File: config.mk
export PLATFORM = sky130hd
export DESIGN_NAME = hub_counter_poller_flat
export DESIGN_NICKNAME = d
export VERILOG_FILES = /design/src/rtl/hub_counter_poller_if.sv /design/src/rtl/hub_counter_poller.sv /design/src/flat_wrapper.sv
export SDC_FILE = /design/constraint.sdc
export NUM_CORES = 1
export LEC_CHECK = 0
export CORE_AREA = 2 2 119 86
export DETAILED_ROUTE_END_ITERATION = 7
export DIE_AREA = 0 0 121 88
export GPL_TIMING_DRIVEN = 0
export PLACE_DENSITY = 0.58
export SYNTH_ARGS = -nofsm -noshare
export SYNTH_HDL_FRONTEND = slang
export SYNTH_SLANG_ARGS = --single-unit
File: constraint.sdc
create_clock -name clk -period 3.88 [get_ports clk]
set_input_delay 0.582 -clock clk [delete_from_list [all_inputs] [get_ports clk]]
set_output_delay 0.582 -clock clk [all_outputs]
set_load 0.1 [all_outputs]
File: src/rtl/hub_counter_poller_if.sv
// Wishbone classic bus bundle between the counter poller (master) and a register hub (slave).
interface hub_counter_poller_if #(
    parameter int ADDR_WIDTH = 16,
    parameter int DATA_WIDTH = 16
);
    logic                  wb_cyc;
    logic                  wb_stb;
    logic                  wb_we;
    logic [ADDR_WIDTH-1:0] wb_addr;
    logic [DATA_WIDTH-1:0] wb_data_write;
    logic [DATA_WIDTH-1:0] wb_data_read;
    logic                  wb_ack;
    logic                  wb_err;

    modport master (
        output wb_cyc, wb_stb, wb_we, wb_addr, wb_data_write,
        input  wb_data_read, wb_ack, wb_err
    );

    modport slave (
        input  wb_cyc, wb_stb, wb_we, wb_addr, wb_data_write,
        output wb_data_read, wb_ack, wb_err
    );
endinterface

File: src/rtl/hub_counter_poller.sv
// Periodic / on-demand sweep reader: reads REG_COUNT hub registers over Wishbone classic
// and reports each result as a one-cycle sample pulse, then a sweep_done pulse.
module hub_counter_poller #(
    parameter int REG_COUNT  = 8,
    parameter int BASE_ADDR  = 0,
    parameter int STRIDE     = 1,
    parameter int ADDR_WIDTH = 16,
    parameter int DATA_WIDTH = 16,
    parameter int PERIOD     = 125000,
    parameter int TIMEOUT    = 15,
    localparam int IDX_W     = (REG_COUNT > 1) ? $clog2(REG_COUNT) : 1
) (
    input  logic                  clk,
    input  logic                  rst,
    input  logic                  enable,
    input  logic                  trigger,
    hub_counter_poller_if.master  bus,
    output logic                  busy,
    output logic                  sample_valid,
    output logic [IDX_W-1:0]      sample_index,
    output logic [DATA_WIDTH-1:0] sample_data,
    output logic                  sample_error,
    output logic                  sweep_done
);
    localparam int PER_W = $clog2(PERIOD);
    localparam int TMO_W = (TIMEOUT > 1) ? $clog2(TIMEOUT) : 1;
    localparam logic [PER_W-1:0] PER_LAST = PER_W'(PERIOD - 1);
    localparam logic [TMO_W-1:0] TMO_LAST = TMO_W'(TIMEOUT - 1);
    localparam logic [IDX_W-1:0] IDX_LAST = IDX_W'(REG_COUNT - 1);

    typedef enum logic [1:0] {IDLE, REQ, GAP} state_t;

    state_t           state_q, state_d;
    logic [IDX_W-1:0] idx_q, idx_d;
    logic [TMO_W-1:0] tmo_q, tmo_d;
    logic [PER_W-1:0] per_q;
    logic             pending_q;
    logic             expire;
    logic             launch;
    logic             rd_done;
    logic             rd_fail;
    logic             last_done;

    assign expire = enable && (per_q == PER_LAST);

    assign bus.wb_cyc        = (state_q == REQ);
    assign bus.wb_stb        = (state_q == REQ);
    assign bus.wb_we         = 1'b0;
    assign bus.wb_data_write = '0;
    assign bus.wb_addr       = (state_q == REQ) ?
                               ADDR_WIDTH'(BASE_ADDR + int'(idx_q) * STRIDE) : '0;
    assign busy              = (state_q != IDLE);

    always_comb begin
        state_d   = state_q;
        idx_d     = idx_q;
        tmo_d     = tmo_q;
        launch    = 1'b0;
        rd_done   = 1'b0;
        rd_fail   = 1'b0;
        last_done = 1'b0;
        case (state_q)
            IDLE: begin
                if (enable && (pending_q || trigger || expire)) begin
                    state_d = REQ;
                    idx_d   = '0;
                    tmo_d   = '0;
                    launch  = 1'b1;
                end
            end
            REQ: begin
                // err wins over a simultaneous ack; a silent slave is cut off after TIMEOUT cycles
                if (bus.wb_err) begin
                    rd_done = 1'b1;
                    rd_fail = 1'b1;
                end else if (bus.wb_ack) begin
                    rd_done = 1'b1;
                end else if (tmo_q == TMO_LAST) begin
                    rd_done = 1'b1;
                    rd_fail = 1'b1;
                end else begin
                    tmo_d = tmo_q + 1'b1;
                end
                if (rd_done) state_d = GAP;
            end
            GAP: begin
                if (idx_q == IDX_LAST) begin
                    state_d   = IDLE;
                    last_done = 1'b1;
                end else begin
                    state_d = REQ;
                    idx_d   = idx_q + 1'b1;
                    tmo_d   = '0;
                end
            end
            default: state_d = IDLE;
        endcase
    end

    always_ff @(posedge clk) begin
        if (rst) begin
            state_q      <= IDLE;
            idx_q        <= '0;
            tmo_q        <= '0;
            per_q        <= '0;
            pending_q    <= 1'b0;
            sample_valid <= 1'b0;
            sample_index <= '0;
            sample_data  <= '0;
            sample_error <= 1'b0;
            sweep_done   <= 1'b0;
        end else begin
            state_q <= state_d;
            idx_q   <= idx_d;
            tmo_q   <= tmo_d;
            per_q   <= (!enable || expire) ? '0 : per_q + 1'b1;
            // requests arriving mid-sweep collapse into a single pending start
            if (!enable || launch)
                pending_q <= 1'b0;
            else if (trigger || expire)
                pending_q <= 1'b1;
            sample_valid <= rd_done;
            sweep_done   <= last_done;
            if (rd_done) begin
                sample_index <= idx_q;
                sample_data  <= rd_fail ? '0 : bus.wb_data_read;
                sample_error <= rd_fail;
            end
        end
    end
endmodule
File: src/flat_wrapper.sv
// flat-port wrapper written by rule: the top's interface ports become plain ports
module hub_counter_poller_flat 
#(
    parameter int REG_COUNT  = 8,
    parameter int BASE_ADDR  = 0,
    parameter int STRIDE     = 1,
    parameter int ADDR_WIDTH = 16,
    parameter int DATA_WIDTH = 16,
    parameter int PERIOD     = 125000,
    parameter int TIMEOUT    = 15,
    localparam int IDX_W     = (REG_COUNT > 1) ? $clog2(REG_COUNT) : 1
)
  (clk, rst, enable, trigger, busy, sample_valid, sample_index, sample_data, sample_error, sweep_done, bus_wb_cyc, bus_wb_stb, bus_wb_we, bus_wb_addr, bus_wb_data_write, bus_wb_data_read, bus_wb_ack, bus_wb_err);
  hub_counter_poller_if #(.ADDR_WIDTH(ADDR_WIDTH), .DATA_WIDTH(DATA_WIDTH)) bus_i ();
  input  logic clk;
  input  logic rst;
  input  logic enable;
  input  logic trigger;
  output logic busy;
  output logic sample_valid;
  output logic [IDX_W-1:0] sample_index;
  output logic [DATA_WIDTH-1:0] sample_data;
  output logic sample_error;
  output logic sweep_done;
  output wire logic [$bits(bus_i.wb_cyc)-1:0] bus_wb_cyc;
  output wire logic [$bits(bus_i.wb_stb)-1:0] bus_wb_stb;
  output wire logic [$bits(bus_i.wb_we)-1:0] bus_wb_we;
  output wire logic [$bits(bus_i.wb_addr)-1:0] bus_wb_addr;
  output wire logic [$bits(bus_i.wb_data_write)-1:0] bus_wb_data_write;
  input wire logic [$bits(bus_i.wb_data_read)-1:0] bus_wb_data_read;
  input wire logic [$bits(bus_i.wb_ack)-1:0] bus_wb_ack;
  input wire logic [$bits(bus_i.wb_err)-1:0] bus_wb_err;
  assign bus_wb_cyc = bus_i.wb_cyc;
  assign bus_wb_stb = bus_i.wb_stb;
  assign bus_wb_we = bus_i.wb_we;
  assign bus_wb_addr = bus_i.wb_addr;
  assign bus_wb_data_write = bus_i.wb_data_write;
  assign bus_i.wb_data_read = bus_wb_data_read;
  assign bus_i.wb_ack = bus_wb_ack;
  assign bus_i.wb_err = bus_wb_err;
  hub_counter_poller #(.REG_COUNT(REG_COUNT), .BASE_ADDR(BASE_ADDR), .STRIDE(STRIDE), .ADDR_WIDTH(ADDR_WIDTH), .DATA_WIDTH(DATA_WIDTH), .PERIOD(PERIOD), .TIMEOUT(TIMEOUT)) u_core (.clk(clk), .rst(rst), .enable(enable), .trigger(trigger), .bus(bus_i), .busy(busy), .sample_valid(sample_valid), .sample_index(sample_index), .sample_data(sample_data), .sample_error(sample_error), .sweep_done(sweep_done));
endmodule
==> results of run 1 <==
-- state kept, by name, summed over array words and instances (netlist names) --
name                 cells
u_core.pending_q         1
u_core.per_q            17
u_core.idx_q             3
u_core.sample_error      1
u_core.sample_valid      1
u_core.state_q           2
u_core.tmo_q             4
u_core.sweep_done        1
u_core.sample_index      3
u_core.sample_data      16
-- report_power, final --
group | switching, uW | total (uW) | internal (uW) | leakage, uW
Combinational | 218 | 286 | 67.6 | 0.000801
Sequential | 4.53 | 514 | 510 | 0.000396
Clock | 184 | 483 | 299 | 0.0000797
Total | 407 | 1280 | 877 | 0.00128
-- stage by stage --
stage	instances	util, %	cell area [um^2]	hold slack (ns)	setup WS [ns]
after floorplan	300	-	2442	0.4132	1.534
after global placement	476	32.46	3083	0.4258	1.192
after detailed placement	476	32.46	3083	0.4390	1.196
after CTS	483	34.15	3243	0.4477	0.8788
after global routing	483	34.15	3243	0.4624	0.7943
final	483	34.15	3243	0.4445	0.8860
-- worst max-delay path by stage --
stage | from | cells after the start | to | slack (ns)
finish | u_core.state_q[1] | 4 | busy | 0.89
global route | u_core.state_q[1] | 4 | busy | 0.79
CTS | u_core.state_q[1] | 4 | busy | 0.88
detailed placement | u_core.state_q[1] | 4 | busy | 1.20
global placement | u_core.state_q[1] | 4 | busy | 1.19
floorplan | u_core.state_q[1] | 3 | bus_wb_addr[0] | 1.53
-- area by class of cell --
| class | count | area [um^2] | area share (%) |
|---|---|---|---|
| Tap cell | 128 | 160.2 | 4.938 |
| Clock inverter | 2 | 35.03 | 1.080 |
| Sequential cell | 49 | 980.9 | 30.25 |
| Multi-Input combinational cell | 202 | 1150 | 35.46 |
| Inverter | 6 | 22.52 | 0.6944 |
| Buffer | 43 | 289.0 | 8.912 |
| Timing Repair Buffer | 48 | 480.5 | 14.81 |
| Clock buffer | 5 | 125.1 | 3.858 |
-- synthesized netlist by cell type (all sizes together) --
master  number
nand2b       3
o21bai       1
and2         3
a22oi       18
nand4        2
a21boi       1
a211o        2
or3          1
a21oi       10
or3b         1
buf         38
and3b        1
conb         1
nor2        45
or2          1
o32ai        1
nand2       12
a21o         1
clkbuf       5
a31o         1
nor3         6
ha           5
inv          6
or2b         1
dfxtp       49
nor4b        2
nand3       12
and3         4
a311o        1
or4b         2
a22o         3
xnor2       10
o31ai        1
o21ai        9
xor2         5
nor2b        4
nor4         3
-- logic make-up (layout without fill, tap and decap cells) --
family / after synthesis / after routing / synth area share, %
AND/OR/NAND/NOR: 103 / 103 / 21.45
AO/OA/AOI/OAI: 49 / 49 / 14.69
flip-flops: 49 / 49 / 42.04
buffers and inverters: 49 / 104 / 13.35
XOR/XNOR: 15 / 15 / 5.630
adder cells (fa/ha/maj): 5 / 5 / 2.681
other: 1 / 30 / 0.1607
-- routing by layer --
metal | routed length (um) | track usage, % | vias up
met5 | 0 | 0 | -
met4 | 88 | 4.228 | 0
met3 | 143 | 2.148 | 6
met2 | 2486 | 16.24 | 29
met1 | 2479 | 12.13 | 913
li1 | - | - | 1032
-- worst max-delay path, stage by stage (launching register included) --
cell and delay, ns:
dfxtp_1 0.45, clkbuf_1 0.33, nor2_1 0.07, inv_1 0.12, clkdlybuf4s50_1 1.15
==> metrics.cfg, run 1 <==
[setup_path]
crit_required_ns=3.30
crit_fanout=10
arrival_ns=2.41
reg2reg_to=u_core.tmo_q[2]
r2r-start=u_core.tmo_q[0]
crit_path_start_kind=flip-flop
r2r_cells=7
worstSetupPathType=flip-flop to primary output
r2r_slack_ns=1.65
end_kind=primary output

[logic_synthesis]
yosysSeqAreaShare_pct=42.04
syn_avg_cell_area_um2=8.611
yosys.area.top_type_share_pct=42.04
synth_cell_type_count=41
yosys.area.top_type=dfxtp_1
synthCells=271
syn_area_um2=2333
synthTopCellsByArea=dfxtp_1, buf_4, nor2_1
ys_warn_count=0
ys_ff_latch=49

[timing]
tightest_slew_ns=0.9959
period_needed_ns=2.994
maxSlewViolCount=0
skew_ns=0.005926
max_clock_freq_ghz=0.3340
grt_setup_unrepaired=no
slew_headroom_pct=33.40
fin_crit_sh_pct=77.17
finalSetupTns_ns=0
finalSetupViolCount=0
hold_viol=0

[cells_and_area]
fillerInstances=992
num_antenna_cells=0
drive_gt1_share_pct=14.93
nNetsFinal=382
layout_common_cells=dfxtp_1, clkdlybuf4s50_1, nor2_1, buf_4, conb_1
final_common_cell=dfxtp_1
area_growth_pct=38.98

[placement]
portBuffers=48
hpwl_um=4031
gp_congestion=0.7454

[power]
power_density_nw_per_um2=395.8
power_leakage_uw=0.001276
ir_drop_mv=0.1637
finalPower_uw=1284

[die]
die_x_um=121
rows=30
dieArea_um2=10650
initial_core_util_pct=24.57
design.core.area_um2=9497
die_h_um=88
io_pins=80

[clocking]
cts_setup_buffers=0
cts_htree_levels=2
cts_tree=yes
cts_made_buffers=5
clock_latency_ns=0.29
ctsResizeCount=0
cts.sink_count=49
postCtsHoldBufs=0
cts_root_buf=clkbuf_16
path_clk_slew_ns=0.06
cts_buffer_depth=2

[run_status]
status=finished clean

[detailed_routing]
ant_nets=0
drc=0
routed_wl_um=5198
drt-initial-drc-count=82
vias_per_cell=4.099
drt_pass1_iterations=4
vias=1980
wl_per_cell_um=10.76

[global_route]
grt_pass1_wl_um=8280
antenna_found_initial=0
grt.overflow.total=0
grt_pass1_vias=1779
gr-usage-all-layers_pct=9.710
grt_max_degree=15

[worst_hold_path]
hp-start=u_core.per_q[0]
hp-class=flip-flop to flip-flop
worstHoldPathCells=1
hold_end=u_core.per_q[0]

[flow_run]
maxCapViolations=0

(Power assumes the default switching activity.)
==> run 2: changes to the inputs <==
--- a/config.mk
+++ b/config.mk
@@ -9,7 +9,7 @@
 export DETAILED_ROUTE_END_ITERATION = 7
 export DIE_AREA = 0 0 121 88
 export GPL_TIMING_DRIVEN = 0
-export PLACE_DENSITY = 0.58
+export PLACE_DENSITY = 0.59
 export SYNTH_ARGS = -nofsm -noshare
 export SYNTH_HDL_FRONTEND = slang
 export SYNTH_SLANG_ARGS = --single-unit
==> constraint.sdc (replaced) <==
create_clock -name clk -period 2.4 [get_ports clk]
set_input_delay 0.36 -clock clk [delete_from_list [all_inputs] [get_ports clk]]
set_output_delay 0.36 -clock clk [all_outputs]
set_load 0.1 [all_outputs]
==> run 2 against run 1 <==
First-iteration DRC count down 23%. Global-route usage grew 0.16 points. Clock skew is 0.0015 ns lower. Critical endpoint is now bus_wb_stb.
==> metrics.cfg, run 2 (synthesized netlist as in run 1, its figures left out) <==
[detailed_routing]
ant_nets=0
drt-initial-drc-count=63
wl_per_cell_um=10.69
vias_per_cell=4.035
routed_wl_um=5176
vias=1953
drc=0
drt_pass1_iterations=4

[cells_and_area]
regArea_um2=980.9
nNetsFinal=382
area_growth_pct=38.87
finalInstanceArea_um2=3241
fillerInstances=989
finalNonFillerCells=484
multi_input_area_um2=1150
layout_common_cells=dfxtp_1, nor2_1, clkdlybuf4s50_1, buf_4, conb_1
largest-register=u_core.per_q
largest_reg_flops=17
num_antenna_cells=0
drive_gt1_share_pct=16.01
final_common_cell=dfxtp_1
top_regs=u_core.per_q x17, u_core.sample_data x16, u_core.tmo_q x4

[power]
power_switching_uw=650.2
internal_power_uw=1452
ir_drop_mv=0.2677
power_leakage_uw=0.001290
power_frac_seq_pct=39.6
combPwrFrac_pct=21.9
finalPower_uw=2102
p_clk_share_pct=38.6
p_sw_share_pct=30.93
power_density_nw_per_um2=648.7

[setup_path]
crit_slowest_cell=clkdlybuf4s15_1
crit_required_ns=2.04
path_delay_family=buffers and inverters
end_kind=primary output
crit_path_max_incr_delay_ns=0.81
crit_chain=nor2b_1, buf_2, buf_4, clkdlybuf4s15_1
arrival_ns=1.93
cp_num_buf_inv=3
r2r_slack_ns=0.20
crit_path_start_kind=flip-flop
crit_fanout=11
worstSetupPathType=flip-flop to primary output

[global_route]
gr-usage-all-layers_pct=9.868
grt.overflow.total=0
antenna_found_initial=0
grt_pass1_vias=1742
grt_max_degree=15
grt_pass1_wl_um=8273

[timing]
maxSlewViolCount=0
hold_viol=0
skew_ns=0.004415
finalSetupTns_ns=0
tightest_slew_ns=0.9971
max_clock_freq_ghz=0.4370
slew_headroom_pct=33.32
period_needed_ns=2.289
fin_crit_sh_pct=95.35
grt_setup_unrepaired=no
finalSetupViolCount=0

[placement]
gp_congestion=0.7522
hpwl_um=4028
placed_area_um2=3083
place_inst=476
portBuffers=48

[clocking]
cts_made_buffers=5
path_clk_slew_ns=0.06
cts_root_buf=clkbuf_16
cts_htree_levels=2
cts_buffer_depth=2
cts_setup_buffers=0
clock_latency_ns=0.29
cts.sink_count=49
postCtsHoldBufs=0
cts_tree=yes

[die]
rows=30
io_pins=80
die_h_um=88
initial_core_util_pct=24.57
die_x_um=121
dieArea_um2=10650
design.core.area_um2=9497

[run_status]
status=finished clean

[flow_run]
maxCapViolations=0

[worst_hold_path]
hp-class=flip-flop to flip-flop

## run 2: worst reg2reg max path, cell delays in order, from the launching register on
cell,delay [ns]
dfxtp_1,0.40
inv_1,0.09
ha_1,0.21
a311o_1,0.44
or3b_4,0.43
a22o_1,0.22
a21oi_2,0.18
o32ai_1,0.10
## run 2: layout make-up
type	instances	share of cell area, %
inverter	6	0.6950
timing repair buffer	48	14.36
sequential	49	30.27
buffer	43	8.919
clock inverter	1	0.9266
clock buffer	7	4.402
multi-input combinational	202	35.48
tap	128	4.942
## run 2: layer usage
metal	share of wire, %	up-vias	GRT usage (%)
li1	-	1034	-
met1	48	878	13.05
met2	46	33	15.32
met3	3.0	8	2.018
met4	2.1	0	5.074
met5	0	-	0
## run 2: through the flow
stage / util, % / hold WS (ns) / setup WS [ns]
2_1_floorplan: - / 0.4132 / 0.2761
3_3_place_gp: 32.46 / 0.4271 / -0.06571
3_5_place_dp: 32.46 / 0.4311 / -0.06967
4_1_cts: 34.23 / 0.4451 / 0.01077
5_1_grt: 34.12 / 0.4719 / 0.004697
6_report: 34.12 / 0.4427 / 0.1115
## run 2: repair_timing
item | in CTS | in global routing
resized for setup | 8 | 7
endpoints found under the setup margin | 6 | 4
pin swaps | 0 | 0
## run 2: final timing paths
check             cells past startpoint         startpoint              end
setup / recovery                      4  u_core.state_q[1]       bus_wb_stb
hold / removal                        1    u_core.per_q[0]  u_core.per_q[0]
setup reg to reg                      7    u_core.tmo_q[0]  u_core.tmo_q[1]
hold reg to reg                       1    u_core.per_q[0]  u_core.per_q[0]
## run 2: power groups by stage
stage	clock network [uW]	registers, uW	logic, uW
floorplan	0	893	341
global placement	0	850	460
detailed placement	0	850	461
CTS	838	831	459
global route	872	833	480
finish	811	832	460
==> run 3: changes to the inputs <==
--- a/config.mk
+++ b/config.mk
@@ -5,9 +5,9 @@
 export SDC_FILE = /design/constraint.sdc
 export NUM_CORES = 1
 export LEC_CHECK = 0
-export CORE_AREA = 2 2 119 86
+export CORE_AREA = 2 2 100 102
 export DETAILED_ROUTE_END_ITERATION = 7
-export DIE_AREA = 0 0 121 88
+export DIE_AREA = 0 0 102 104
 export GPL_TIMING_DRIVEN = 0
 export PLACE_DENSITY = 0.59
 export SYNTH_ARGS = -nofsm -noshare
==> run 3 against run 2 <==
First-iteration DRC count shrank 14%. Power shrank 9.3%. Final area shrank 1.6%. Largest cell class unchanged. Largest power group unchanged.
==> metrics.cfg, run 3 (synthesized netlist as in run 1, its figures left out) <==
[run_status]
status=finished clean

[timing]
grt_setup_unrepaired=no
finalSetupViolCount=0
hold_viol=0
skew_ns=0.008167
max_clock_freq_ghz=0.4412
slew_headroom_pct=33.87
maxSlewViolCount=0
period_needed_ns=2.267
fin_crit_sh_pct=94.45
tightest_slew_ns=0.9888

[cells_and_area]
nNetsFinal=382
fillerInstances=1055
area_growth_pct=36.68
num_antenna_cells=0
finalNonFillerCells=489
layout_common_cells=dfxtp_1, nor2_1, clkdlybuf4s50_1, buf_4, conb_1
final_common_cell=dfxtp_1
largest_reg_flops=17
largest-register=u_core.per_q
fin_util_pct=33.40
top_regs=u_core.per_q x17, u_core.sample_data x16, u_core.tmo_q x4
drive_gt1_share_pct=16.57

[detailed_routing]
ant_nets=0
drc=0
vias_per_cell=4.043
drt-initial-drc-count=54
drt_pass1_iterations=4
wl_per_cell_um=10.43
vias=1977
routed_wl_um=5098

[power]
p_sw_share_pct=33.46
p_clk_share_pct=32.4
combPwrFrac_pct=24.0
ir_drop_mv=0.2159
power_density_nw_per_um2=598.0
power_leakage_uw=0.001263
internal_power_uw=1269
power_switching_uw=638.1
power_frac_seq_pct=43.6

[setup_path]
crit_fanout=11
end_kind=primary output
crit_path_start_kind=flip-flop
crit_required_ns=2.04
crit_chain=nor2b_1, buf_2, dlygate4sd2_1
crit_path_max_incr_delay_ns=0.89
worstSetupPathType=flip-flop to primary output
arrival_ns=1.91
crit_slowest_cell=dlygate4sd2_1
r2r_slack_ns=0.19

[clocking]
cts_buffer_depth=2
cts_tree=yes
clock_latency_ns=0.31
postCtsHoldBufs=0
cts_root_buf=clkbuf_8
cts.sink_count=49
path_clk_slew_ns=0.09
cts_htree_levels=2
cts_made_buffers=5

[die]
io_pins=80
design.core.area_um2=9549
die_h_um=104
initial_core_util_pct=24.44
rows=36
dieArea_um2=10610
die_x_um=102

[worst_hold_path]
hp-class=flip-flop to flip-flop

[placement]
hpwl_um=3860
portBuffers=48
gp_congestion=0.7660
place_inst=481

[global_route]
grt_pass1_wl_um=8431
gr-usage-all-layers_pct=9.751
grt_pass1_vias=1807
grt.overflow.total=0
antenna_found_initial=0
grt_max_degree=16

[flow_run]
maxCapViolations=0

-- run 3: cell types whose count changed in the layout (fill, tap and decap cells not counted) --
| cell | delta |
|---|---|
| clkbuf_16 | -5 |
| clkbuf_8 | +5 |
| clkbuf_1 | -1 |
| clkbuf_2 | +1 |
| clkdlybuf4s15_1 | -1 |
| clkinvlp_4 | +1 |
-- run 3: routing by layer --
layer | GRT usage (%) | share of wire (%) | vias up | wire length [um]
li1 | - | - | 1033 | -
met1 | 12.77 | 48 | 889 | 2439
met2 | 15.74 | 45 | 47 | 2313
met3 | 2.419 | 5.5 | 8 | 279
met4 | 2.857 | 1.3 | 0 | 65
met5 | 0 | 0 | - | 0
-- run 3: worst paths after layout --
kind,end,cells after the start,from
worst max-delay path,bus_wb_cyc,3,u_core.state_q[1]
worst min-delay path,u_core.per_q[0],1,u_core.per_q[0]
worst min register to register,u_core.per_q[0],1,u_core.per_q[0]
worst max register to register,u_core.tmo_q[1],7,u_core.tmo_q[0]
-- run 3: critical path: cells and delay by family (launching register included) --
kind | cells | cell delay (ns)
buffers and inverters | 2 | 1.10
flip-flops | 1 | 0.38
AND/OR/NAND/NOR | 1 | 0.12
-- run 3: power groups by stage --
stage / Combinational, uW / Clock, uW / Sequential [uW]
after floorplan: 341 / 0 / 893
after global placement: 460 / 0 / 850
after detailed placement: 460 / 0 / 850
after CTS: 458 / 642 / 831
after global routing: 480 / 672 / 833
final: 458 / 618 / 831
-- run 3: final cells by class --
| cell class | count | area, um^2 | area share, % |
|---|---|---|---|
| Timing Repair Buffer | 48 | 460.4 | 14.44 |
| Multi-Input combinational cell | 202 | 1150 | 36.05 |
| Buffer | 43 | 289.0 | 9.062 |
| Tap cell | 133 | 166.4 | 5.218 |
| Sequential cell | 49 | 980.9 | 30.76 |
| Inverter | 6 | 22.52 | 0.7062 |
| Clock inverter | 2 | 37.54 | 1.177 |
| Clock buffer | 6 | 82.58 | 2.589 |
-- run 3: repair_timing --
action / CTS / global route
resized for setup: 10 / 6
cloned: 0 / 0
buffers inserted: 0 / 0
setup endpoints to repair: 6 / 4
-- run 3: stage by stage --
step	setup WS (ns)	hold WS [ns]	area, um^2	total power [uW]	setup TNS (ns)
floorplan	0.2761	0.4132	2442	1234	0
global placement	-0.1052	0.4264	3089	1310	-0.1052
detailed placement	-0.09284	0.4380	3089	1310	-0.09284
CTS	0.007760	0.4476	3207	1931	0
global route	0.03739	0.4630	3189	1986	0
finish	0.1332	0.4479	3189	1907	0
